===== config.mk =====
export PLATFORM = sky130hd
export DESIGN_NAME = cache_read_interface_mc
export DESIGN_NICKNAME = d
export VERILOG_FILES = /design/src/rtl/cache_read_interface_mc.sv
export SDC_FILE = /design/constraint.sdc
export NUM_CORES = 2
export LEC_CHECK = 0
export BUFFER_PORTS_ARGS = -buffer_cell sky130_fd_sc_hd__buf_2
export CORE_ASPECT_RATIO = 0.9
export CORE_UTILIZATION = 45
export CTS_CLUSTER_SIZE = 8
export DETAILED_ROUTE_END_ITERATION = 16
export PLACE_DENSITY_LB_ADDON = 0.3
export SKIP_CTS_REPAIR_TIMING = 1
export SYNTH_ARGS = -nofsm -noshare
export SYNTH_HDL_FRONTEND = slang
export SYNTH_SLANG_ARGS = --single-unit
export TNS_END_PERCENT = 10

===== constraint.sdc =====
create_clock -name clk -period 7 [get_ports clk]
set_input_delay 1.4 -clock clk [delete_from_list [all_inputs] [get_ports clk]]
set_output_delay 1.4 -clock clk [all_outputs]
set_load 0.01 [all_outputs]

===== src/rtl/cache_read_interface_mc.sv =====
// Multi-channel cache-to-stream read engine: per-channel transfer slots, round-robin
// arbitration onto one SRAM read port, RD_LAT-aligned return path, per-channel beat FIFOs.
module cache_read_interface_mc #(
   parameter int NUM_CH    = 2,
   parameter int ADDR_BITS = 10,
   parameter int LEN_BITS  = 8,
   parameter int CL_E      = 4,
   parameter int IWIDTH    = 128,
   parameter int CWIDTH    = 32,
   parameter int BUF_LEN   = 4,
   parameter int ID_LEN    = 2,
   parameter int RD_LAT    = 1
) (
   input  logic                                      clk,
   input  logic                                      rst,
   output logic [NUM_CH-1:0]                         OUT_ready,
   input  logic [NUM_CH-1:0]                         IN_valid,
   input  logic [NUM_CH*ID_LEN-1:0]                  IN_id,
   input  logic [NUM_CH*LEN_BITS-1:0]                IN_len,
   input  logic [NUM_CH*ADDR_BITS-1:0]               IN_addr,
   input  logic [NUM_CH-1:0]                         IN_mmio,
   input  logic [NUM_CH*32-1:0]                      IN_mmioData,
   input  logic [NUM_CH-1:0]                         IN_ready,
   output logic [NUM_CH-1:0]                         OUT_valid,
   output logic [NUM_CH*ID_LEN-1:0]                  OUT_id,
   output logic [NUM_CH*IWIDTH-1:0]                  OUT_data,
   output logic [NUM_CH-1:0]                         OUT_last,
   input  logic                                      IN_CACHE_ready,
   output logic                                      OUT_CACHE_ce,
   output logic                                      OUT_CACHE_we,
   output logic [ADDR_BITS-1:0]                      OUT_CACHE_addr,
   input  logic [CWIDTH-1:0]                         IN_CACHE_data,
   output logic                                      OUT_cacheReadValid,
   output logic [ID_LEN-1:0]                         OUT_cacheReadId,
   output logic [((NUM_CH > 1) ? $clog2(NUM_CH) : 1)-1:0] OUT_cacheReadCh
);

   localparam int WNUM = IWIDTH / CWIDTH;
   localparam int LW   = (WNUM > 1) ? $clog2(WNUM) : 1;
   localparam int CHW  = (NUM_CH > 1) ? $clog2(NUM_CH) : 1;
   localparam int PW   = (BUF_LEN > 1) ? $clog2(BUF_LEN) : 1;
   localparam int CW   = $clog2(BUF_LEN + 1);
   localparam int RW   = $clog2(BUF_LEN * WNUM + 1) + 1;

   typedef struct packed {
      logic [ID_LEN-1:0]    id;
      logic [ADDR_BITS-1:0] addr;
      logic [LEN_BITS-1:0]  len;
      logic                 mmio;
      logic [31:0]          mmd;
   } slot_t;

   typedef struct packed {
      logic [CHW-1:0]    ch;
      logic [ID_LEN-1:0] id;
      logic              last;
      logic              mmio;
      logic [31:0]       mmd;
      logic [LW-1:0]     lane;
   } meta_t;

   function automatic logic [IWIDTH-1:0] place_word(input logic [CWIDTH-1:0] w,
                                                    input logic [LW-1:0] lane);
      return IWIDTH'(w) << (int'(lane) * CWIDTH);
   endfunction

   slot_t               cur_s [NUM_CH];
   slot_t               nxt_s [NUM_CH];
   slot_t               req_s [NUM_CH];
   logic [LEN_BITS-1:0] cur_prog [NUM_CH];
   logic [NUM_CH-1:0]   cur_vld, nxt_vld, retire, accept, elig, push, pop;
   logic [CHW-1:0]      rr, gnt, idx;
   logic                gnt_any, issue, issue_last;
   logic [LW-1:0]       issue_lane;
   logic [RW-1:0]       issue_w;
   slot_t               sel;
   logic [LEN_BITS-1:0] sel_prog;
   logic [CL_E-1:0]     wrap_off;

   // Words reserved against FIFO space: in flight plus accumulated, with last/MMIO
   // words reserving the remainder of their beat so a short beat never overflows.
   logic [RW-1:0]       resv [NUM_CH];
   logic [CW-1:0]       cnt [NUM_CH];
   logic [PW-1:0]       wr_ptr [NUM_CH];
   logic [PW-1:0]       rd_ptr [NUM_CH];
   logic [IWIDTH-1:0]   acc [NUM_CH];
   logic [IWIDTH-1:0]   push_data [NUM_CH];
   logic [IWIDTH-1:0]   fifo_data [NUM_CH][BUF_LEN];
   logic [ID_LEN-1:0]   fifo_id [NUM_CH][BUF_LEN];
   logic                fifo_last [NUM_CH][BUF_LEN];

   logic [RD_LAT-1:0]   vld_p;
   meta_t               meta_p [RD_LAT];
   meta_t               ret;
   logic                ret_vld;
   logic [IWIDTH-1:0]   ins;

   always_comb begin
      for (int c = 0; c < NUM_CH; c++) begin
         req_s[c] = {IN_id[c*ID_LEN +: ID_LEN], IN_addr[c*ADDR_BITS +: ADDR_BITS],
                     IN_len[c*LEN_BITS +: LEN_BITS], IN_mmio[c], IN_mmioData[c*32 +: 32]};
         elig[c]  = cur_vld[c] &&
                    (((RW'(BUF_LEN) - RW'(cnt[c])) * RW'(WNUM)) > resv[c]);
      end
   end

   always_comb begin
      gnt_any = 1'b0;
      gnt     = '0;
      idx     = '0;
      for (int k = 0; k < NUM_CH; k++) begin
         idx = CHW'((int'(rr) + k) % NUM_CH);
         if (!gnt_any && elig[idx]) begin
            gnt_any = 1'b1;
            gnt     = idx;
         end
      end
   end

   always_comb begin
      sel        = cur_s[gnt];
      sel_prog   = cur_prog[gnt];
      issue      = gnt_any && (sel.mmio || IN_CACHE_ready);
      issue_last = sel.mmio || (sel_prog == sel.len);
      issue_lane = sel.mmio ? '0 : LW'(sel_prog & LEN_BITS'(WNUM - 1));
      issue_w    = (sel.mmio || issue_last) ? RW'(WNUM) - RW'(issue_lane) : RW'(1);
      wrap_off   = sel.addr[CL_E-1:0] + sel_prog[CL_E-1:0];
      for (int c = 0; c < NUM_CH; c++) begin
         retire[c]    = issue && (gnt == CHW'(c)) && issue_last;
         OUT_ready[c] = !nxt_vld[c] || retire[c];
         accept[c]    = IN_valid[c] && OUT_ready[c];
      end
   end

   assign OUT_CACHE_ce       = !(gnt_any && !sel.mmio);
   assign OUT_CACHE_we       = 1'b1;
   assign OUT_CACHE_addr     = {sel.addr[ADDR_BITS-1:CL_E], wrap_off};
   assign OUT_cacheReadValid = issue;
   assign OUT_cacheReadId    = sel.id;
   assign OUT_cacheReadCh    = gnt;

   always_ff @(posedge clk) begin
      if (rst) begin
         cur_vld <= '0;
         nxt_vld <= '0;
         rr      <= '0;
      end else begin
         if (issue)
            rr <= (gnt == CHW'(NUM_CH - 1)) ? '0 : gnt + CHW'(1);
         for (int c = 0; c < NUM_CH; c++) begin
            if (retire[c]) begin
               cur_prog[c] <= '0;
               if (nxt_vld[c]) begin
                  cur_s[c]   <= nxt_s[c];
                  nxt_vld[c] <= accept[c];
                  if (accept[c])
                     nxt_s[c] <= req_s[c];
               end else begin
                  cur_vld[c] <= accept[c];
                  if (accept[c])
                     cur_s[c] <= req_s[c];
               end
            end else begin
               if (issue && (gnt == CHW'(c)))
                  cur_prog[c] <= cur_prog[c] + LEN_BITS'(1);
               if (accept[c]) begin
                  if (!cur_vld[c]) begin
                     cur_vld[c]  <= 1'b1;
                     cur_s[c]    <= req_s[c];
                     cur_prog[c] <= '0;
                  end else begin
                     nxt_vld[c] <= 1'b1;
                     nxt_s[c]   <= req_s[c];
                  end
               end
            end
         end
      end
   end

   // Stage p0..p(RD_LAT-1): read metadata rides alongside the SRAM latency
   always_ff @(posedge clk) begin
      if (rst)
         vld_p <= '0;
      else begin
         vld_p[0] <= issue;
         for (int s = 1; s < RD_LAT; s++)
            vld_p[s] <= vld_p[s-1];
      end
   end

   always_ff @(posedge clk) begin
      meta_p[0] <= '{ch: gnt, id: sel.id, last: issue_last, mmio: sel.mmio,
                     mmd: sel.mmd, lane: issue_lane};
      for (int s = 1; s < RD_LAT; s++)
         meta_p[s] <= meta_p[s-1];
   end

   // Return stage: data aligned with metadata, assemble into beats
   always_comb begin
      ret_vld = vld_p[RD_LAT-1];
      ret     = meta_p[RD_LAT-1];
      ins     = place_word(IN_CACHE_data, ret.lane);
      for (int c = 0; c < NUM_CH; c++) begin
         push[c]      = ret_vld && (ret.ch == CHW'(c)) &&
                        (ret.mmio || ret.last || (ret.lane == LW'(WNUM - 1)));
         push_data[c] = ret.mmio ? IWIDTH'(ret.mmd) : (acc[c] | ins);
      end
   end

   always_comb begin
      OUT_valid = '0;
      OUT_id    = '0;
      OUT_data  = '0;
      OUT_last  = '0;
      pop       = '0;
      for (int c = 0; c < NUM_CH; c++) begin
         OUT_valid[c]                  = (cnt[c] != '0);
         OUT_id[c*ID_LEN +: ID_LEN]    = fifo_id[c][rd_ptr[c]];
         OUT_data[c*IWIDTH +: IWIDTH]  = fifo_data[c][rd_ptr[c]];
         OUT_last[c]                   = fifo_last[c][rd_ptr[c]];
         pop[c]                        = OUT_valid[c] && IN_ready[c];
      end
   end

   always_ff @(posedge clk) begin
      if (rst) begin
         for (int c = 0; c < NUM_CH; c++) begin
            acc[c]    <= '0;
            resv[c]   <= '0;
            cnt[c]    <= '0;
            wr_ptr[c] <= '0;
            rd_ptr[c] <= '0;
         end
      end else begin
         for (int c = 0; c < NUM_CH; c++) begin
            if (ret_vld && (ret.ch == CHW'(c)) && !ret.mmio)
               acc[c] <= push[c] ? '0 : (acc[c] | ins);
            resv[c] <= resv[c] + ((issue && (gnt == CHW'(c))) ? issue_w : '0)
                               - (push[c] ? RW'(WNUM) : '0);
            cnt[c]  <= cnt[c] + CW'(push[c]) - CW'(pop[c]);
            if (push[c])
               wr_ptr[c] <= (wr_ptr[c] == PW'(BUF_LEN - 1)) ? '0 : wr_ptr[c] + PW'(1);
            if (pop[c])
               rd_ptr[c] <= (rd_ptr[c] == PW'(BUF_LEN - 1)) ? '0 : rd_ptr[c] + PW'(1);
         end
      end
   end

   always_ff @(posedge clk) begin
      for (int c = 0; c < NUM_CH; c++) begin
         if (push[c]) begin
            fifo_data[c][wr_ptr[c]] <= push_data[c];
            fifo_id[c][wr_ptr[c]]   <= ret.id;
            fifo_last[c][wr_ptr[c]] <= ret.last;
         end
      end
   end

endmodule

==> impl_metrics.prom <==
# TYPE chip_impl_metric gauge
chip_impl_metric{name="max_cap_viol_count",unit=""} 0
chip_impl_metric{name="max_slew.worst_pin.slew",unit="ns"} 1.13
chip_impl_metric{name="yosysUniqueCellTypes",unit=""} 51
chip_impl_info{name="synth_top_flop_cell",value="sky130_fd_sc_hd__edfxtp_1"} 1
chip_impl_metric{name="placement_rows",unit=""} 128
chip_impl_metric{name="number_of_antenna_violations_at_the_first_check_in_global_routing",unit=""} 19
chip_impl_info{name="timing.setup.critical_path_class",value="register to output pin"} 1
chip_impl_metric{name="cts_max_path_buffers",unit=""} 3
chip_impl_metric{name="design.core.area",unit="sq um"} 136000
chip_impl_metric{name="hold_violations",unit=""} 0
chip_impl_metric{name="route.detailed.vias_per_inst",unit=""} 5.54
chip_impl_info{name="synth.largest_area_cell",value="sky130_fd_sc_hd__edfxtp_1"} 1
chip_impl_metric{name="post_route_cells_drive_above_1_share",unit=""} 0.280
chip_impl_metric{name="synth_seq_cells",unit=""} 1603
chip_impl_metric{name="syn_area_per_cell",unit="sq um"} 18.4
chip_impl_metric{name="floorplan.die_area",unit="sq um"} 139000
chip_impl_metric{name="maxClockFrequency",unit="MHz"} 163
chip_impl_info{name="tritoncts",value="built"} 1
chip_impl_metric{name="postLayoutCellArea",unit="sq um"} 72000
chip_impl_metric{name="max-slew-margin-rel",unit=""} 0.245
chip_impl_metric{name="detail_route.wirelength",unit="um"} 154000
chip_impl_info{name="min_path_type",value="register to register"} 1
chip_impl_metric{name="timing_max_transition_violations_final",unit=""} 0
chip_impl_metric{name="fin_worst_skew",unit="ns"} 0.0634
chip_impl_metric{name="antenna_violating_nets_post_route",unit=""} 0
chip_impl_metric{name="floorplan.die.width",unit="um"} 393
chip_impl_metric{name="netlist.area_leader.share",unit=""} 0.748
chip_impl_metric{name="final_net_count",unit=""} 4034
chip_impl_metric{name="worstPathRequired",unit="ns"} 5.60
chip_impl_metric{name="initial_core_utilization",unit=""} 0.455
chip_impl_metric{name="io_buffer_count",unit=""} 425
chip_impl_metric{name="global_route.usage.total",unit=""} 0.223
chip_impl_metric{name="proportion_of_synthesized_flip_flops_having_asynchronous_set_or_reset",unit=""} 0
chip_impl_metric{name="pwr_density_cell",unit="nW/um^2"} 380
chip_impl_info{name="startpoint_type",value="register"} 1
chip_impl_metric{name="worst_skew_pair.late_latency",unit="ns"} 0.84
chip_impl_metric{name="grt_first_pass_wirelength",unit="um"} 222000
chip_impl_metric{name="finalWeightedCongestion",unit=""} 0.741
chip_impl_metric{name="vias_in_the_first_global_route",unit=""} 32200
chip_impl_metric{name="drt_iter0_drc",unit=""} 2958
chip_impl_info{name="layout.cells.most_common",value="sky130_fd_sc_hd__edfxtp_1"} 1
chip_impl_metric{name="fin_tns_setup",unit="ns"} 0
chip_impl_metric{name="cts_inserted_buffers",unit=""} 218
chip_impl_metric{name="hpwlAfterDp",unit="um"} 86400
chip_impl_metric{name="pre_cts_ws",unit="ns"} 1.66
chip_impl_metric{name="synth_enable_flop_cells",unit=""} 1540
chip_impl_info{name="unrepaired_setup_endpoints_after_global_routing",value="no"} 1
chip_impl_info{name="run_status",value="completed"} 1
chip_impl_metric{name="fin_crit_sh",unit=""} 0.877
chip_impl_metric{name="placed_area",unit="sq um"} 65900
chip_impl_metric{name="worstPathMaxFanout",unit=""} 18
chip_impl_metric{name="worst-endpoint-arrival",unit="ns"} 4.74
chip_impl_info{name="synthTopCellsByArea",value="sky130_fd_sc_hd__edfxtp_1 (75%), sky130_fd_sc_hd__mux4_2 (9.6%), sky130_fd_sc_hd__nor2_1 (3.2%), sky130_fd_sc_hd__a21oi_1 (2.8%), sky130_fd_sc_hd__dfxtp_1 (2.0%)"} 1
chip_impl_metric{name="synth-warning-count",unit=""} 0
chip_impl_metric{name="drc",unit=""} 0
chip_impl_metric{name="route.vias.total",unit=""} 31900
chip_impl_info{name="critPathCaptureType",value="output pin"} 1
chip_impl_metric{name="synthCells",unit=""} 3365
chip_impl_metric{name="report.final.setup_viol",unit=""} 0
chip_impl_metric{name="total_grt_overflow",unit=""} 0
chip_impl_metric{name="syn-cell-area",unit="sq um"} 61800
chip_impl_metric{name="postSynthNetCount",unit=""} 3561
chip_impl_metric{name="vdd.ir_drop.worst",unit="mV"} 0.241
chip_impl_metric{name="firstDrtPassIters",unit=""} 5
chip_impl_info{name="cts_root_buffer",value="sky130_fd_sc_hd__clkbuf_16"} 1
chip_impl_metric{name="finalWorstPathRequiredPeriod",unit="ns"} 6.14
chip_impl_metric{name="avgRoutedWirePerCell",unit="um"} 26.7
chip_impl_metric{name="tritoncts_num_sinks",unit=""} 1603
chip_impl_metric{name="synth_seq_area_share",unit=""} 0.769
chip_impl_metric{name="area.growth.synth_to_final",unit="%"} 16.6
chip_impl_metric{name="clock_tree.htree_level_count",unit=""} 4
chip_impl_metric{name="p_leak",unit="nW"} 24.5
chip_impl_info{name="final_cell_mix",value="sky130_fd_sc_hd__edfxtp_1 (1540), sky130_fd_sc_hd__nor2_1 (520), sky130_fd_sc_hd__buf_2 (425)"} 1
chip_impl_metric{name="i_o_pin_count",unit=""} 427
chip_impl_metric{name="grt_max_degree",unit=""} 133
chip_impl_metric{name="layout_setup_ws",unit="ns"} 0.858
chip_impl_metric{name="floorplan.die.height",unit="um"} 354
chip_impl_metric{name="path_clk_slew",unit="ns"} 0.05
-- state kept, by name, summed over array words and instances, names as in the netlist, 8 cells and up --
| register | cells |
|---|---|
| acc | 256 |
| resv | 12 |
| cur_s | 106 |
| meta_p | 39 |
| nxt_s | 106 |
| cur_prog | 16 |
| fifo_id | 16 |
| fifo_data | 1024 |
| fifo_last | 8 |
-- area by class of cell --
| type | instances | area, sq um |
|---|---|---|
| repair buffers | 469 | 2650 |
| multi-input cells | 1493 | 13200 |
| clock buffers | 305 | 5830 |
| fillers | 10900 | 63800 |
| flip-flops and latches | 1603 | 47500 |
| clock inverters | 12 | 320 |
| inverters | 53 | 201 |
| well taps | 1820 | 2280 |
| diodes | 2 | 5.00 |
-- synthesized netlist by cell type (11+ instances only) --
cell type and number:
sky130_fd_sc_hd__nand2_1 12, sky130_fd_sc_hd__edfxtp_1 1540, sky130_fd_sc_hd__and2_1 11, sky130_fd_sc_hd__nor2_1 521, sky130_fd_sc_hd__xor2_1 33, sky130_fd_sc_hd__dfxtp_1 63
sky130_fd_sc_hd__clkbuf_2 32, sky130_fd_sc_hd__mux2_2 103, sky130_fd_sc_hd__clkbuf_1 108, sky130_fd_sc_hd__mux2_1 50, sky130_fd_sc_hd__buf_1 54, sky130_fd_sc_hd__xnor2_1 11
sky130_fd_sc_hd__ha_1 46, sky130_fd_sc_hd__mux4_2 262, sky130_fd_sc_hd__inv_1 52, sky130_fd_sc_hd__a21oi_1 346
-- final timing paths --
| kind | from | depth (start not counted) | slack [ns] | to |
|---|---|---|---|---|
| worst max-delay path | cnt[0][1] | 14 | 0.86 | OUT_CACHE_addr[3] |
| worst min-delay path | cur_s[1][17] | 1 | 0.45 | meta_p[0][19] |
| worst max register to register | cnt[0][1] | 19 | 2.12 | resv[0][11] |
| worst min register to register | cur_s[1][17] | 1 | 0.45 | meta_p[0][19] |
-- stage by stage --
step | util | hold slack [ns] | total power (W) | cells
finish | 0.530 | 0.454 | 0.0274 | 5757
global route | 0.530 | 0.481 | 0.0285 | 5756
CTS | 0.530 | 0.473 | 0.0277 | 5755
detailed placement | 0.485 | 0.456 | 0.0181 | 5438
global placement | 0.485 | 0.455 | 0.0180 | 5438
floorplan | - | 0.448 | 0.0158 | 3365
-- critical path, stage by stage (launching register included) --
cell and delay, ns:
sky130_fd_sc_hd__dfxtp_1 0.36, sky130_fd_sc_hd__inv_1 0.07, sky130_fd_sc_hd__ha_1 0.18, sky130_fd_sc_hd__ha_1 0.27
sky130_fd_sc_hd__inv_1 0.04, sky130_fd_sc_hd__ha_1 0.28, sky130_fd_sc_hd__nand4_1 0.12, sky130_fd_sc_hd__o311a_1 0.35
sky130_fd_sc_hd__a211oi_4 0.81, sky130_fd_sc_hd__buf_4 0.34, sky130_fd_sc_hd__mux2_2 0.35, sky130_fd_sc_hd__ha_1 0.32
sky130_fd_sc_hd__a21oi_1 0.16, sky130_fd_sc_hd__xnor2_1 0.14, sky130_fd_sc_hd__buf_2 0.15
-- cells by family after synthesis --
| logic type | Yosys count | synth area share |
|---|---|---|
| flops | 1603 | 0.769 |
| compound gates | 374 | 0.0315 |
| fa+ha+maj | 51 | 0.0109 |
| buf+inv | 269 | 0.0189 |
| mux | 418 | 0.124 |
| other cells | 1 | 0.0000607 |
| simple gates | 605 | 0.0396 |
| xor+xnor | 44 | 0.00624 |
-- power by group --
group	total [W]	internal, W	leakage [nW]	switching, W
sequential	0.0120	0.0117	14.9	0.000234
clock	0.00956	0.00571	2.95	0.00386
combinational	0.00586	0.00212	6.60	0.00374
total	0.0274	0.0196	24.5	0.00783
-- routing by layer --
metal / part of all wire / global-route usage
met1: 0.41 / 0.309
met2: 0.47 / 0.341
met3: 0.10 / 0.0709
met4: 0.021 / 0.0632
met5: 0.00060 / 0
Note: power is estimated with default switching activity, not from simulation.
